$ cat src/rtl/cfg_pkg.sv
// Shared types and defaults for the configuration-chain loader.
// Holds the loader state encoding and the default chain word width.
package cfg_pkg;

  localparam int CFG_DEFAULT_WIDTH = 8;

  typedef enum logic [1:0] {
    ST_IDLE = 2'd0,
    ST_LOAD = 2'd1,
    ST_READ = 2'd2
  } state_t;

endpackage

$ cat src/rtl/config_loader.sv
// Streams configuration words into a shift-register chain (LOAD) or recirculates
// them out non-destructively (READ), with a handshake per shifted word.
module config_loader
  import cfg_pkg::*;
#(
  parameter int CONFIG_WIDTH = CFG_DEFAULT_WIDTH,
  parameter int CHAIN_WORDS  = 8
) (
  input  logic                    config_clk,
  input  logic                    config_rst_n,
  input  logic                    start_load,
  input  logic                    start_read,
  input  logic                    abort,
  input  logic [CONFIG_WIDTH-1:0] in_data,
  input  logic                    in_valid,
  output logic                    in_ready,
  output logic [CONFIG_WIDTH-1:0] rd_data,
  output logic                    rd_valid,
  input  logic                    rd_ready,
  output logic                    config_en,
  output logic [CONFIG_WIDTH-1:0] config_in,
  input  logic [CONFIG_WIDTH-1:0] chain_out,
  output logic                    busy,
  output logic                    done,
  output logic                    err
);

  localparam int CNT_W = $clog2(CHAIN_WORDS + 1);
  localparam logic [CNT_W-1:0] LAST_IDX = CNT_W'(CHAIN_WORDS - 1);

  state_t           r_state;
  state_t           w_nextState;
  logic [CNT_W-1:0] r_count;
  logic [CNT_W-1:0] w_countNext;
  logic             r_done;
  logic             w_doneNext;
  logic             r_err;
  logic             w_errNext;
  logic             w_handshake;

  always_ff @(posedge config_clk or negedge config_rst_n) begin
    if (!config_rst_n) begin
      r_state <= ST_IDLE;
      r_count <= '0;
      r_done  <= 1'b0;
      r_err   <= 1'b0;
    end else begin
      r_state <= w_nextState;
      r_count <= w_countNext;
      r_done  <= w_doneNext;
      r_err   <= w_errNext;
    end
  end

  always_comb begin
    w_nextState = r_state;
    w_countNext = r_count;
    w_doneNext  = 1'b0;
    w_errNext   = r_err;
    w_handshake = 1'b0;
    in_ready    = 1'b0;
    rd_valid    = 1'b0;
    rd_data     = '0;
    config_en   = 1'b0;
    config_in   = '0;

    case (r_state)
      ST_IDLE: begin
        // Simultaneous requests are ambiguous, so neither is honoured.
        if (start_load && start_read) begin
          w_errNext = 1'b1;
        end else if (start_load) begin
          w_nextState = ST_LOAD;
          w_countNext = '0;
          w_errNext   = 1'b0;
        end else if (start_read) begin
          w_nextState = ST_READ;
          w_countNext = '0;
          w_errNext   = 1'b0;
        end
      end
      ST_LOAD: begin
        in_ready    = !abort;
        config_in   = in_data;
        config_en   = in_valid && !abort;
        w_handshake = in_valid && !abort;
      end
      ST_READ: begin
        // Feeding the tail back into the head keeps the chain contents intact.
        rd_valid    = !abort;
        rd_data     = chain_out;
        config_in   = chain_out;
        config_en   = rd_ready && !abort;
        w_handshake = rd_ready && !abort;
      end
      default: begin
        w_nextState = ST_IDLE;
        w_countNext = '0;
      end
    endcase

    if (r_state != ST_IDLE) begin
      if (start_load || start_read) begin
        w_errNext = 1'b1;
      end
      if (abort) begin
        w_nextState = ST_IDLE;
        w_countNext = '0;
      end else if (w_handshake) begin
        if (r_count == LAST_IDX) begin
          w_nextState = ST_IDLE;
          w_countNext = '0;
          w_doneNext  = 1'b1;
        end else begin
          w_countNext = r_count + CNT_W'(1);
        end
      end
    end
  end

  assign busy = (r_state != ST_IDLE);
  assign done = r_done;
  assign err  = r_err;

endmodule

$ cat config.mk
export PLATFORM = sky130hd
export DESIGN_NAME = config_loader
export DESIGN_NICKNAME = d
export VERILOG_FILES = /design/src/rtl/cfg_pkg.sv /design/src/rtl/config_loader.sv
export SDC_FILE = /design/constraint.sdc
export NUM_CORES = 1
export LEC_CHECK = 0
export CORE_UTILIZATION = 35
export CTS_BUF_LIST = sky130_fd_sc_hd__clkbuf_8
export CTS_CLUSTER_DIAMETER = 60
export DETAILED_ROUTE_END_ITERATION = 8
export GPL_ROUTABILITY_DRIVEN = 0
export PLACE_DENSITY_LB_ADDON = 0.2
export REMOVE_ABC_BUFFERS = 1
export SYNTH_ARGS = -nofsm -noshare
export SYNTH_HDL_FRONTEND = slang
export SYNTH_SLANG_ARGS = --single-unit
$ cat constraint.sdc
create_clock -name config_clk -period 2.44 [get_ports config_clk]
set_clock_uncertainty 0.1 [all_clocks]
set_input_delay 0.732 -clock config_clk [delete_from_list [all_inputs] [get_ports config_clk]]
set_output_delay 0.732 -clock config_clk [all_outputs]
set_load 0.02 [all_outputs]
# After elaboration in Yosys (flattened, before gate mapping)
# Cells that the tools add are included.
# op_classes
reduce_logical	8
eq_ne	3
addsub	1
mux	31
# ops
operator	n
4-bit two-way mux	7
8-bit case mux with 2 select lines	1
2-bit two-way mux	7
1-bit two-way mux	12
8-bit two-way mux	1
4-bit case mux with 2 select lines	1
4-bit by 1-bit adder with 4-bit output, second input constant	1
4-bit by 3-bit == test with 1-bit output, second input constant	1
2-bit case mux with 2 select lines	1
1-bit logical AND	3
2-bit by 1-bit == test with 1-bit output, second input constant	1
2-bit == test, second input constant	1
2-bit logical NOT	1
1-bit case mux with 2 select lines	1
2-bit nonzero test	1
2-bit OR reduction	1
1-bit logical NOT	1
1-bit logical OR	1
# word_totals
out_inout_bits	22
register_bits	8

# Logic depth before layout (Yosys ltp)
# Gate-level depths: netlist (run 1).
# logic_depth
word_depth	8
mapped_depth	8
mapped_depth_nobuf	6

# Least setup slack after synthesis (run 1)
# No wires, ideal clock.
# synth_timing
path_type	reg-to-output
from	register r_state[0]
to	output port config_en
arrival_time_ps	1563
setup_slack_ps	45
path_stages_with_launch	5
n_path_buf	1
cell_sequence	dfrtp_1 > inv_1 > ha_1 > clkbuf_1 > nor3b_1
# synth_between
elab_chain_len	2
# synth_lines
element	line_no	rtl
start, declared	config_loader.sv:31	state_t r_state;
start signal, assigned	config_loader.sv:48	r_state <= w_nextState;
2-bit == test / 2-bit by 1-bit == test with 1-bit output (equally long branches)	config_loader.sv:67	case (r_state)
1-bit case mux with 2 select lines (*)	config_loader.sv:67	
end, declared	config_loader.sv:20	output logic config_en,
# Every way passes the cells marked *; elsewhere a longest branch is shown, timed or not.

# Worst setup path in the final report (run 1)
# layout_timing
from	input port in_data[0]
to	output port config_in[0]
# layout_between
elab_chain_len	1
# layout_lines
element	line_no	rtl
start, declared	config_loader.sv:14	input logic [CONFIG_WIDTH-1:0] in_data,
8-bit case mux with 2 select lines	config_loader.sv:67	
end, declared	config_loader.sv:21	output logic [CONFIG_WIDTH-1:0] config_in,
# Every way passes these cells.

==> results of run 1 <==
==> state kept, by name (all words and copies together), names as in the netlist <==
signal and count:
r_state 2, err 1, done 1, r_count 4
==> layer usage <==
metal | GRT usage, % | up-vias | wire length [um]
li1 | - | 394 | -
met1 | 21.9 | 370 | 829
met2 | 31.0 | 40 | 986
met3 | 5.95 | 4 | 227
met4 | 11.2 | 0 | 42
met5 | 0 | - | 0
==> final cells by class <==
cell class,count,area share [%]
clock buffers,3,3.18
well taps,25,2.41
flip-flops and latches,8,15.4
inverters,5,1.45
repair buffers,58,41.0
multi-input cells,63,36.5
==> kinds of logic after synthesis <==
group | after synthesis | synth area share [%]
xor+xnor | 1 | 1.30
simple gates | 39 | 35.2
fa+ha+maj | 5 | 9.26
buf+inv | 9 | 7.22
flops | 8 | 29.6
compound gates | 17 | 15.9
mux | 1 | 1.48
==> final timing paths <==
path	endpoint	slack (ps)
worst min register to register	err$_DFF_PN0_	430
worst max register to register	r_count[1]$_DFF_PN0_	470
max in group asynchronous	r_count[3]$_DFF_PN0_	1320
worst min-delay path	err$_DFF_PN0_	430
min in group asynchronous	done$_DFF_PN0_	680
worst max-delay path	config_in[0]	50
==> synthesized netlist by cell type <==
| master | instances |
|---|---|
| nand2_1 | 3 |
| ha_1 | 5 |
| o21ai_0 | 2 |
| buf_6 | 2 |
| and2_2 | 1 |
| nand2b_1 | 2 |
| nor3_1 | 1 |
| nor2_1 | 4 |
| nor3_2 | 1 |
| dfrtp_1 | 8 |
| or3_1 | 1 |
| nor2b_1 | 10 |
| and3_1 | 3 |
| or4b_4 | 1 |
| nor3b_1 | 1 |
| mux2i_1 | 1 |
| clkbuf_1 | 2 |
| nand3_1 | 2 |
| xnor2_1 | 1 |
| a41o_1 | 2 |
| or4_1 | 1 |
| and2_1 | 7 |
| a21oi_1 | 11 |
| inv_1 | 5 |
| nand4_1 | 1 |
| a41o_2 | 2 |
==> repair_timing <==
action,in CTS,in global routing
resized for setup,82,21
buffers inserted,0,1
endpoints found under the setup margin,19,13
pin swaps,1,6
==> layout by cell type, fill, tap and decap left out, types with 3 or more instances in the layout <==
cell             count
ha_1                 4
buf_4               25
and2_4               8
dlymetal6s2s_1       8
clkdlybuf4s15_2      5
dfrtp_1              8
nor2b_1             10
and3_1               3
nor2_1               4
a21oi_1              9
inv_1                5
nand2_1              3
dlygate4sd2_1        5
clkbuf_8             3
clkdlybuf4s50_1     13
==> per-stage QoR <==
step,total power [mW],TNS [ps],hold slack (ps)
after floorplan,0.633,0,336
after global placement,1.06,-7480,419
after detailed placement,1.08,-7860,414
after CTS,1.21,-131,427
after global routing,1.34,-3.59,445
final,1.26,0,427
==> report_power, final <==
group	internal, mW	switching (mW)	leakage [nW]
clock network	0.106	0.0452	0.0216
registers	0.161	0.0256	0.107
logic	0.460	0.459	0.569
total	0.728	0.529	0.697
==> worst reg2reg max path: stages, from the launching register on <==
cell and delay (ps):
dfrtp_1 410, inv_1 100, ha_1 300, buf_4 160, or4b_4 520, a41o_2 270
==> flow_metrics.tcl, run 1 <==
set metrics [dict create \
    cp_slowest_cell "clkdlybuf4s50_1" \
    via_per_inst 4.99 \
    critPathLaunch "in_data[0]" \
    clk_pin_slew_ps 40 \
    synth_cells 80 \
    area_delta_synth_final_pct 92.2 \
    leakage_nw 0.697 \
    fmax_ghz 0.419 \
    die-area_um2 2110 \
    grt_first_pass_wirelength_um 2900 \
    ys_seq_area_share_pct 29.6 \
    num_vias 808 \
    min_period_ps 2390 \
    nets 167 \
    yosysWarnings 0 \
    final-setup-viol-count 0 \
    start_kind "input pin" \
    clock_latency_ps 220 \
    status "completed" \
    clockBufferDepth 2 \
    pre_cts_ws_ps -617 \
    grt_pass1_vias 705 \
    slew_headroom_pct 77.6 \
    criticalPathCategory "input pin to primary output" \
    die_h_um 45.9 \
    synth.distinct_cells 26 \
    synth_area_leader_cell "dfrtp_1" \
    max_cap_viol_count 0 \
    wl_um 2090 \
    regArea_um2 200 \
    drtIter0Drc 15 \
    drv_slew 0 \
    overflow 0 \
    place_inst 158 \
    start_util_pct 38.3 \
    end_kind "primary output" \
    htree_levels 1 \
    power_density_nw_per_um2 968 \
    worst_slack_ps 54.2 \
    vdd_drop_max_v 0.000732 \
    cp.depth 4 \
    dpl_cell_area_um2 1210 \
    ys_seq_elements 8 \
    worst_pin_slew_ps 334 \
    core_um2 1760 \
    critPathMaxFanout 1 \
    slowest_delay_ps 490 \
    place.port_buffers 44 \
    crit_family "buffers and inverters" \
    grt_max_degree 11 \
    rows 15 \
    period_share_pct 97.8 \
    postCtsHoldBufs 0 \
    diodes 0 \
    cp.buffers_inverters 2 \
    antenna_found_initial 0 \
    syn_area_um2 676 \
    hold_violations 0 \
    synth.area.top_cells "dfrtp_1 30%, ha_1 9.3%, nor2b_1 9.3%, a21oi_1 8.1%, and2_1 6.5%" \
    die_w_um 45.9 \
    stdcell_count 162 \
    postRouteAntennaNets 0 \
    utilization_pct 73.6 \
    cts_sinks 8 \
    rr_worst_depth 5 \
    holdCritStartpoint "err$_DFF_PN0_" \
    fin_area_um2 1300 \
    pin_count 45 \
    yosys.area.top_type_share_pct 29.6 \
    wl_per_cell_um 12.9 \
    cts_root_buf "clkbuf_8" \
    hp-class "flop to flop" \
    tritoncts "done" \
    drtPass1Iterations 4 \
    drive_gt1_share_pct 37.2 \
    synth_area_per_cell_um2 8.45 \
    path_cells "clkdlybuf4s50_1 -> a21oi_2 -> nor2b_1 -> buf_4" \
    nFillCells 146 \
    multiInputGateArea_um2 474 \
    r2r-start "r_state[1]$_DFF_PN0_" \
    grt_use_total_pct 19.1 \
    drc 0 \
    hpwlAfterDp_um 1550 \
    worstHoldPathCells 2 \
    cts_made_buffers 3 \
    crit_arrival_ps 1550 \
    critPathRequiredTime_ps 1610 \
]
Power figures use the tool's default switching activity.
==> run 2: changes to the inputs <==
--- a/config.mk
+++ b/config.mk
@@ -5,7 +5,7 @@
 export SDC_FILE = /design/constraint.sdc
 export NUM_CORES = 1
 export LEC_CHECK = 0
-export CORE_UTILIZATION = 35
+export CORE_UTILIZATION = 36
 export CTS_BUF_LIST = sky130_fd_sc_hd__clkbuf_8
 export CTS_CLUSTER_DIAMETER = 60
 export DETAILED_ROUTE_END_ITERATION = 8
==> flow_metrics.tcl, run 2 (synthesis gave the netlist of run 1 again) <==
set metrics [dict create \
    status "completed" \
    nets 169 \
    grt_use_total_pct 19.1 \
    grt-busiest-layer "met2" \
    cts_sinks 8 \
    cp.depth 4 \
    tritoncts "done" \
    postRouteAntennaNets 0 \
    crit_arrival_ps 1550 \
    p_seq_share_pct 14.6 \
    path_cells "clkdlybuf4s50_1 -> a21oi_1 -> nor2b_1 -> buf_4" \
    fmax_ghz 0.420 \
    antenna_found_initial 0 \
    r2r-start "r_state[0]$_DFF_PN0_" \
    drv_slew 0 \
    overflow 0 \
    drtIter0Drc 12 \
    timing.rr.end "r_count[1]$_DFF_PN0_" \
    power.internal_uw 750 \
    wl_um 1950 \
    area_delta_synth_final_pct 93.9 \
    cp_slowest_cell "clkdlybuf4s50_1" \
    dpl_cell_area_um2 1220 \
    final_common_cell "buf_4" \
    clock_latency_ps 220 \
    diodes 0 \
    die_h_um 45.3 \
    critPathMaxFanout 1 \
    cp.buffers_inverters 2 \
    grtUsageMet3_pct 5.60 \
    rr_worst_depth 7 \
    final-setup-viol-count 0 \
    htree_levels 1 \
    slew_headroom_pct 77.8 \
    drive_gt1_share_pct 37.4 \
    place.port_buffers 44 \
    end_kind "primary output" \
    start_util_pct 38.7 \
    drtPass1Iterations 4 \
    grt_pass1_vias 676 \
    max_cap_viol_count 0 \
    p_sw_uw 517 \
    clockPowerShare_pct 11.7 \
    final_cell_mix "26 x buf_4, 13 x clkdlybuf4s50_1, 10 x nor2b_1, 10 x dlymetal6s2s_1, 9 x a21oi_1" \
    swShare_pct 40.8 \
    wl_per_cell_um 11.9 \
    cts_made_buffers 3 \
    largest_register_ffs 4 \
    via_per_inst 4.82 \
    grt.met2_usage_pct 33.0 \
    num_vias 791 \
    crit_family "buffers and inverters" \
    reg2reg_slack_ps 380 \
    rows 15 \
    die-area_um2 2050 \
    min_period_ps 2380 \
    start_kind "input pin" \
    drc 0 \
    critPathRequiredTime_ps 1610 \
    met1_usage_pct 21.9 \
    fin_setup_tns_ps 0 \
    clockBufferDepth 2 \
    power_mw 1.27 \
    criticalPathCategory "input pin to primary output" \
    clk_pin_slew_ps 40 \
    fin_area_um2 1310 \
    pin_count 45 \
    core_um2 1750 \
    nFillCells 135 \
    cts_root_buf "clkbuf_8" \
    slowest_delay_ps 460 \
    leakage_nw 0.722 \
    critPathLaunch "in_data[6]" \
    largest_register "r_count" \
    power_frac_comb_pct 73.7 \
    power_density_nw_per_um2 968 \
    endpoint "config_in[6]" \
    grt_max_degree 10 \
    period_share_pct 97.5 \
    hpwlAfterDp_um 1490 \
    vdd_drop_max_v 0.000814 \
    rsz0062_at_grt "no" \
    grt_first_pass_wirelength_um 2840 \
    reg_top3 "r_count (4), r_state (2)" \
    die_w_um 45.3 \
    worst_pin_slew_ps 332 \
    hold_violations 0 \
    hp-class "flop to flop" \
]
-- run 2: power by group through the flow --
stage	Sequential [mW]	Combinational [mW]	Clock (mW)
final	0.184	0.934	0.149
after global routing	0.188	1.01	0.160
after CTS	0.181	0.888	0.152
after detailed placement	0.183	0.915	0
after global placement	0.182	0.904	0
after floorplan	0.193	0.441	0
-- run 2: how the worst min path moves through the flow --
stage,from,to,slack [ps],cells after the start
2_1_floorplan,config_rst_n,done$_DFF_PN0_,340,0
3_3_place_gp,err$_DFF_PN0_,err$_DFF_PN0_,420,2
3_5_place_dp,err$_DFF_PN0_,err$_DFF_PN0_,420,2
4_1_cts,err$_DFF_PN0_,err$_DFF_PN0_,430,2
5_1_grt,err$_DFF_PN0_,err$_DFF_PN0_,450,2
6_report,err$_DFF_PN0_,err$_DFF_PN0_,420,2
-- run 2: per-layer routing --
layer  share of wire (%)  up-vias
li1                    -      396
met1                  40      362
met2                  51       33
met3                 9.6        0
met4                   0        0
met5                   0        -
-- run 2: final cells by class --
cell class              instances  area, um^2  area share (%)
flip-flops and latches          8         200            15.3
well taps                      25        31.3            2.39
multi-input cells              63         472            36.0
inverters                       5        18.8            1.43
repair buffers                 60         547            41.7
clock buffers                   3        41.3            3.15
-- run 2: worst reg2reg max path, delay by kind of cell (launching register included) --
kind	cells	cell delay (ps)
compound gates	1	270
simple gates	1	530
fa+ha+maj	1	190
mux	1	170
flops	1	340
buf+inv	3	360
-- run 2: repair_timing --
| action | in CTS | in global routing |
|---|---|---|
| buffers inserted | 0 | 2 |
| hold buffers | 0 | 0 |
| resized for setup | 79 | 23 |
| endpoints found under the setup margin | 19 | 18 |
| pin swaps | 2 | 4 |
-- run 2: stage by stage --
step / instances / hold slack [ps] / setup slack, ps / util (%)
floorplan: 76 / 336 / 127 / -
global route: 164 / 454 / 1.44 / 75.1
detailed placement: 159 / 424 / -594 / 70.0
global placement: 159 / 419 / -575 / 70.0
CTS: 162 / 430 / -68.0 / 70.8
finish: 164 / 423 / 60.9 / 75.1
==> RTL change 1, RTL diff (config.mk and constraints of run 1) <==
Set the package constant `CFG_DEFAULT_WIDTH` to 10 (it was 8).
--- a/src/rtl/cfg_pkg.sv
+++ b/src/rtl/cfg_pkg.sv
@@ -2,7 +2,7 @@
 // Holds the loader state encoding and the default chain word width.
 package cfg_pkg;
 
-  localparam int CFG_DEFAULT_WIDTH = 8;
+  localparam int CFG_DEFAULT_WIDTH = 10;
 
   typedef enum logic [1:0] {
     ST_IDLE = 2'd0,
Ports: changed (resized chain_out, config_in, in_data and rd_data); port bits go from 45 to 53. The function was not compared with the original's and may differ.
==> RTL change 1 against run 1 <==
Routed wire length increased by 28%. Final area up 11%. Synthesized area grew 4.1%. Power up 17%. Hold slack about the same. Worst setup slack worse by 0.046 ns. Sequential cell count is the same. Critical path type unchanged. Critical endpoint is now config_in[3]. Largest power group unchanged.
==> RTL change 1: results (changes against run 1) <==
| Metric | Value |
|---|---|
| First-pass GRT wire length | 3.69 mm (+27%) |
| HPWL after detailed placement | 2.00 mm (+29%) |
| CTS Buf Count | 3 (unchanged) |
| Post-synthesis compound-gate area fraction | 16.7% (+0.80 points) |
| Synth Instances | 86 (+7.5%) |
| Total track usage | 24.4% (+5.3 points) |
| Outcome | completed |
| Most instantiated cells after synthesis | 13 x a21oi_1, 12 x nor2b_1, 9 x and2_1 |
| Dpl cell area | 1360 um2 (+12%) |
| Clock transition at path regs | 0.04 ns (about the same) |
| Max stage delay on crit path | 0.46 ns (-0.03 ns) |
| Vias in the first global route | 824 (+17%) |
| VDD IR max | 0.954 mV (+30%) |
| Leakage | 0.764 nW (+9.6%) |
| Seq/Total Area, Yosys | 28.5% (-1.2 points) |
| Nets | 189 (+13%) |
| Wirelength per Cell | 14.8 um (+15%) |
| Synth Area in Adders | 8.90% (-0.36 points) |
| Largest net degree at the start of global routing | 9 (-2) |
| Post-Synth XOR/XNOR Area | 1.25% (-0.051 points) |
| TritonRoute pass-1 iters | 4 (unchanged) |
| WL final | 2.67 mm (+28%) |
| Dpl cells | 176 (+11%) |
| Layout cells sized above 1 | 40.0% (+2.8 points) |
| Pre-CTS WS | -0.579 ns (+0.0379 ns) |
| Worst path arrival time | 1.60 ns (+0.05 ns) |
| Met1 Usage GRT | 25.4% (+3.5 points) |
| Starting DRT DRC Count | 11 (-4) |
| Critical path peak fanout | 2 (+1) |
| GRT met3 Usage | 5.00% (-0.95 points) |
| Hold Path Class | reg -> reg |
| Dominant cells by area after synthesis | dfrtp_1 28%, nor2b_1 11%, a21oi_1 9.3% |
| Via/cell ratio | 5.04 (+1.1%) |
| Asr flop ratio synth | 100% (unchanged) |
| PostCTS Resize Cnt | 104 (+27%) |
| Rel. slew slack | 77.9% (+0.25 points) |
| Clock Latency Late Sink | 0.22 ns (about the same) |
| GRT met2 Usage | 44.4% (+13 points) |
| Mux cell area share after synthesis | 1.42% (-0.058 points) |
| Port bufs | 52 (+18%) |
## RTL change 1: cell count changes after synthesis
cell	before	now
buf_6	2	1
nor2b_1	10	12
clkbuf_1	2	3
and2_1	7	9
a21oi_1	11	13
## RTL change 1: area by class of cell
cell class | instances | area [um2]
inverters | 5 | 18.8
fillers | 127 | 367
repair buffers | 70 | 609
flip-flops and latches | 8 | 200
multi-input cells | 69 | 534
clock buffers | 3 | 41.3
well taps | 25 | 31.3
## RTL change 1: cell families (layout without fill, tap and decap cells)
| logic type | count (synthesis) | in the layout |
|---|---|---|
| muxes | 1 | 1 |
| DFF | 8 | 8 |
| and+or+nand+nor | 43 | 43 |
| xor gates and xnor gates | 1 | 1 |
| AOI/OAI and AO/OA | 19 | 19 |
| adders and majority gates | 5 | 5 |
| buffers and inverters | 9 | 78 |
## RTL change 1: power breakdown
part           switching (mW)  leakage (nW)  internal (mW)
Clock                  0.0443        0.0216          0.106
Combinational           0.560         0.636          0.569
Sequential             0.0280         0.107          0.161
## RTL change 1: routing by layer
layer | part of all wire, % | vias to the layer above
met4 | 1.8 | 0
met5 | 0 | -
li1 | - | 435
met2 | 51 | 43
met3 | 8.0 | 6
met1 | 39 | 424
## RTL change 1: final timing paths
check / start / slack, ns / endpoint / cells past startpoint
max: chain_out[3] / 0.008 / config_in[3] / 5
min: err / 0.43 / err / 2
max reg2reg: r_state[0] / 0.50 / r_state[1] / 8
min reg2reg: err / 0.43 / err / 2
max in group asynchronous: config_rst_n / 1.32 / r_count[0] / 1
min in group asynchronous: config_rst_n / 0.68 / r_state[1] / 1
## RTL change 1: worst min-delay path: stages, from the launching register on
cell     delay [ns]
dfrtp_1        0.34
nor3_1         0.05
nor2_1         0.10
==> RTL change 2, RTL diff (config.mk and constraints of run 1) <==
Made on the original files. Reset style: synchronous (`config_rst_n`), changed in one clocked block.
--- a/src/rtl/config_loader.sv
+++ b/src/rtl/config_loader.sv
@@ -38,7 +38,7 @@
   logic             w_errNext;
   logic             w_handshake;
 
-  always_ff @(posedge config_clk or negedge config_rst_n) begin
+  always_ff @(posedge config_clk) begin
     if (!config_rst_n) begin
       r_state <= ST_IDLE;
       r_count <= '0;
Formal check against the unedited RTL: differs if config_rst_n is asserted again (counterexample within 4 cycles, from zero or initial values and one cycle with config_rst_n low); with config_rst_n held inactive, the same outputs for 10 cycles.
==> RTL change 2 against run 1 <==
Worst setup slack worse by 0.011 ns. Sequential cell count stayed put. Maximum frequency is 0.45% lower. Synthesized area is 5.0% lower. Routed wire length is 3.8% higher. Final area is 2.8% lower.
Power is not compared: it rests on default switching activity, and its combinational part moved more than twofold at a synthesized area within 25%.
==> RTL change 2: results (changes against run 1) <==
| Metric | Value |
|---|---|
| GRT met2 Usage | 39.7% (+8.7 points) |
| Leakage | 0.588 nW |
| Asr flop ratio synth | 0% (-100 points) |
| Dominant cells by area after synthesis | dfxtp_1 25%, a21oi_1 12%, ha_1 9.7% |
| WL final | 2.17 mm (+3.8%) |
| TritonRoute pass-1 iters | 4 (unchanged) |
| Layout cells sized above 1 | 37.8% (+0.54 points) |
| Largest net degree at the start of global routing | 11 (unchanged) |
| Sequential logic power | 0.140 mW |
| Clk pwr | 0.158 mW |
| CTS Buf Count | 3 (unchanged) |
| Number of synthesized flops with an enable pin | 0 (unchanged) |
| Vias in the first global route | 744 (+5.5%) |
| Dpl cell area | 1220 um2 (+0.51%) |
| Max Used Layer | met4 |
| Cells on worst reg2reg path | 8 (+3) |
| Clock Tree Buf Depth | 2 (unchanged) |
| Hold Crit Depth | 2 (unchanged) |
| VDD IR max | 0.491 mV |
| Hold Path Class | reg -> reg |
| Worst-Margin Slew | 0.336 ns (+0.00210 ns) |
| GRT met3 Usage | 9.20% (+3.2 points) |
| Vias | 810 (+0.25%) |
| Starting DRT DRC Count | 10 (-5) |
| M1 wire length | 892 um (+7.6%) |
| Via/cell ratio | 4.82 (-3.3%) |
| Antenna diodes | 0 (unchanged) |
| First-pass GRT wire length | 3.18 mm (+9.5%) |
| # fillers | 145 (-0.68%) |
| Outcome | completed |
| Worst path arrival time | 1.56 ns |
| Root buf cell | clkbuf_8 |
| Post-synthesis cell type count | 24 (-7.7%) |
| Post-CTS Setup Repair Bufs | 0 (unchanged) |
| Met1 Usage GRT | 24.0% (+2.1 points) |
| Total track usage | 21.7% (+2.6 points) |
| Clock Latency Late Sink | 0.23 ns |
| Initial antenna violation count | 0 (unchanged) |
| Met2 WL | 1.14 mm (+16%) |
| Port bufs | 44 (unchanged) |
| CTS H-tree lvls | 1 (unchanged) |
| Met3 wire len | 119 um (-48%) |
| Cell Int Power | 0.368 mW |
| Seq/Total Area, Yosys | 25.0% (-4.7 points) |
| Clock transition at path regs | 0.04 ns (about the same) |
| Avg Cell Area, Syn | 7.73 um2 (-8.4%) |
| Critical path peak fanout | 4 (+3) |
| Top flop regs | r_count (4), r_state (2) |
| P_sw | 0.161 mW |
| Most instantiated cells after synthesis | 16 x a21oi_1, 10 x nor2b_1, 9 x and2_1 |
| Pre-CTS WS | -0.541 ns (+0.0757 ns) |
| Yosys warns | 0 (unchanged) |
| PostCTS Resize Cnt | 94 (+15%) |
-- RTL change 2: final cells by class --
class | instances | area [um2] | share of cell area, %
timing repair buffer | 60 | 518 | 41.0
multi-input combinational | 68 | 497 | 39.3
sequential | 8 | 160 | 12.7
clock buffer | 3 | 41.3 | 3.27
tap | 25 | 31.3 | 2.48
inverter | 4 | 15.0 | 1.19
-- RTL change 2: final timing paths --
| check | slack, ns | end | startpoint |
|---|---|---|---|
| hold / removal | 0.40 | r_count[0] | r_count[0] |
| hold reg to reg | 0.40 | r_count[0] | r_count[0] |
| setup / recovery | 0.04 | config_en | abort |
| setup reg to reg | 0.16 | r_count[0] | r_state[0] |
-- RTL change 2: cell families after synthesis --
kind of cell | synth area share, %
AOI/OAI and AO/OA | 18.7
xor gates and xnor gates | 1.36
adders and majority gates | 9.75
buffers and inverters | 4.29
DFF | 25.0
muxes | 3.51
and+or+nand+nor | 37.4
-- RTL change 2: critical path: stages --
cell             delay, ns
clkdlybuf4s50_1       0.47
nor3b_2               0.20
buf_4                 0.16
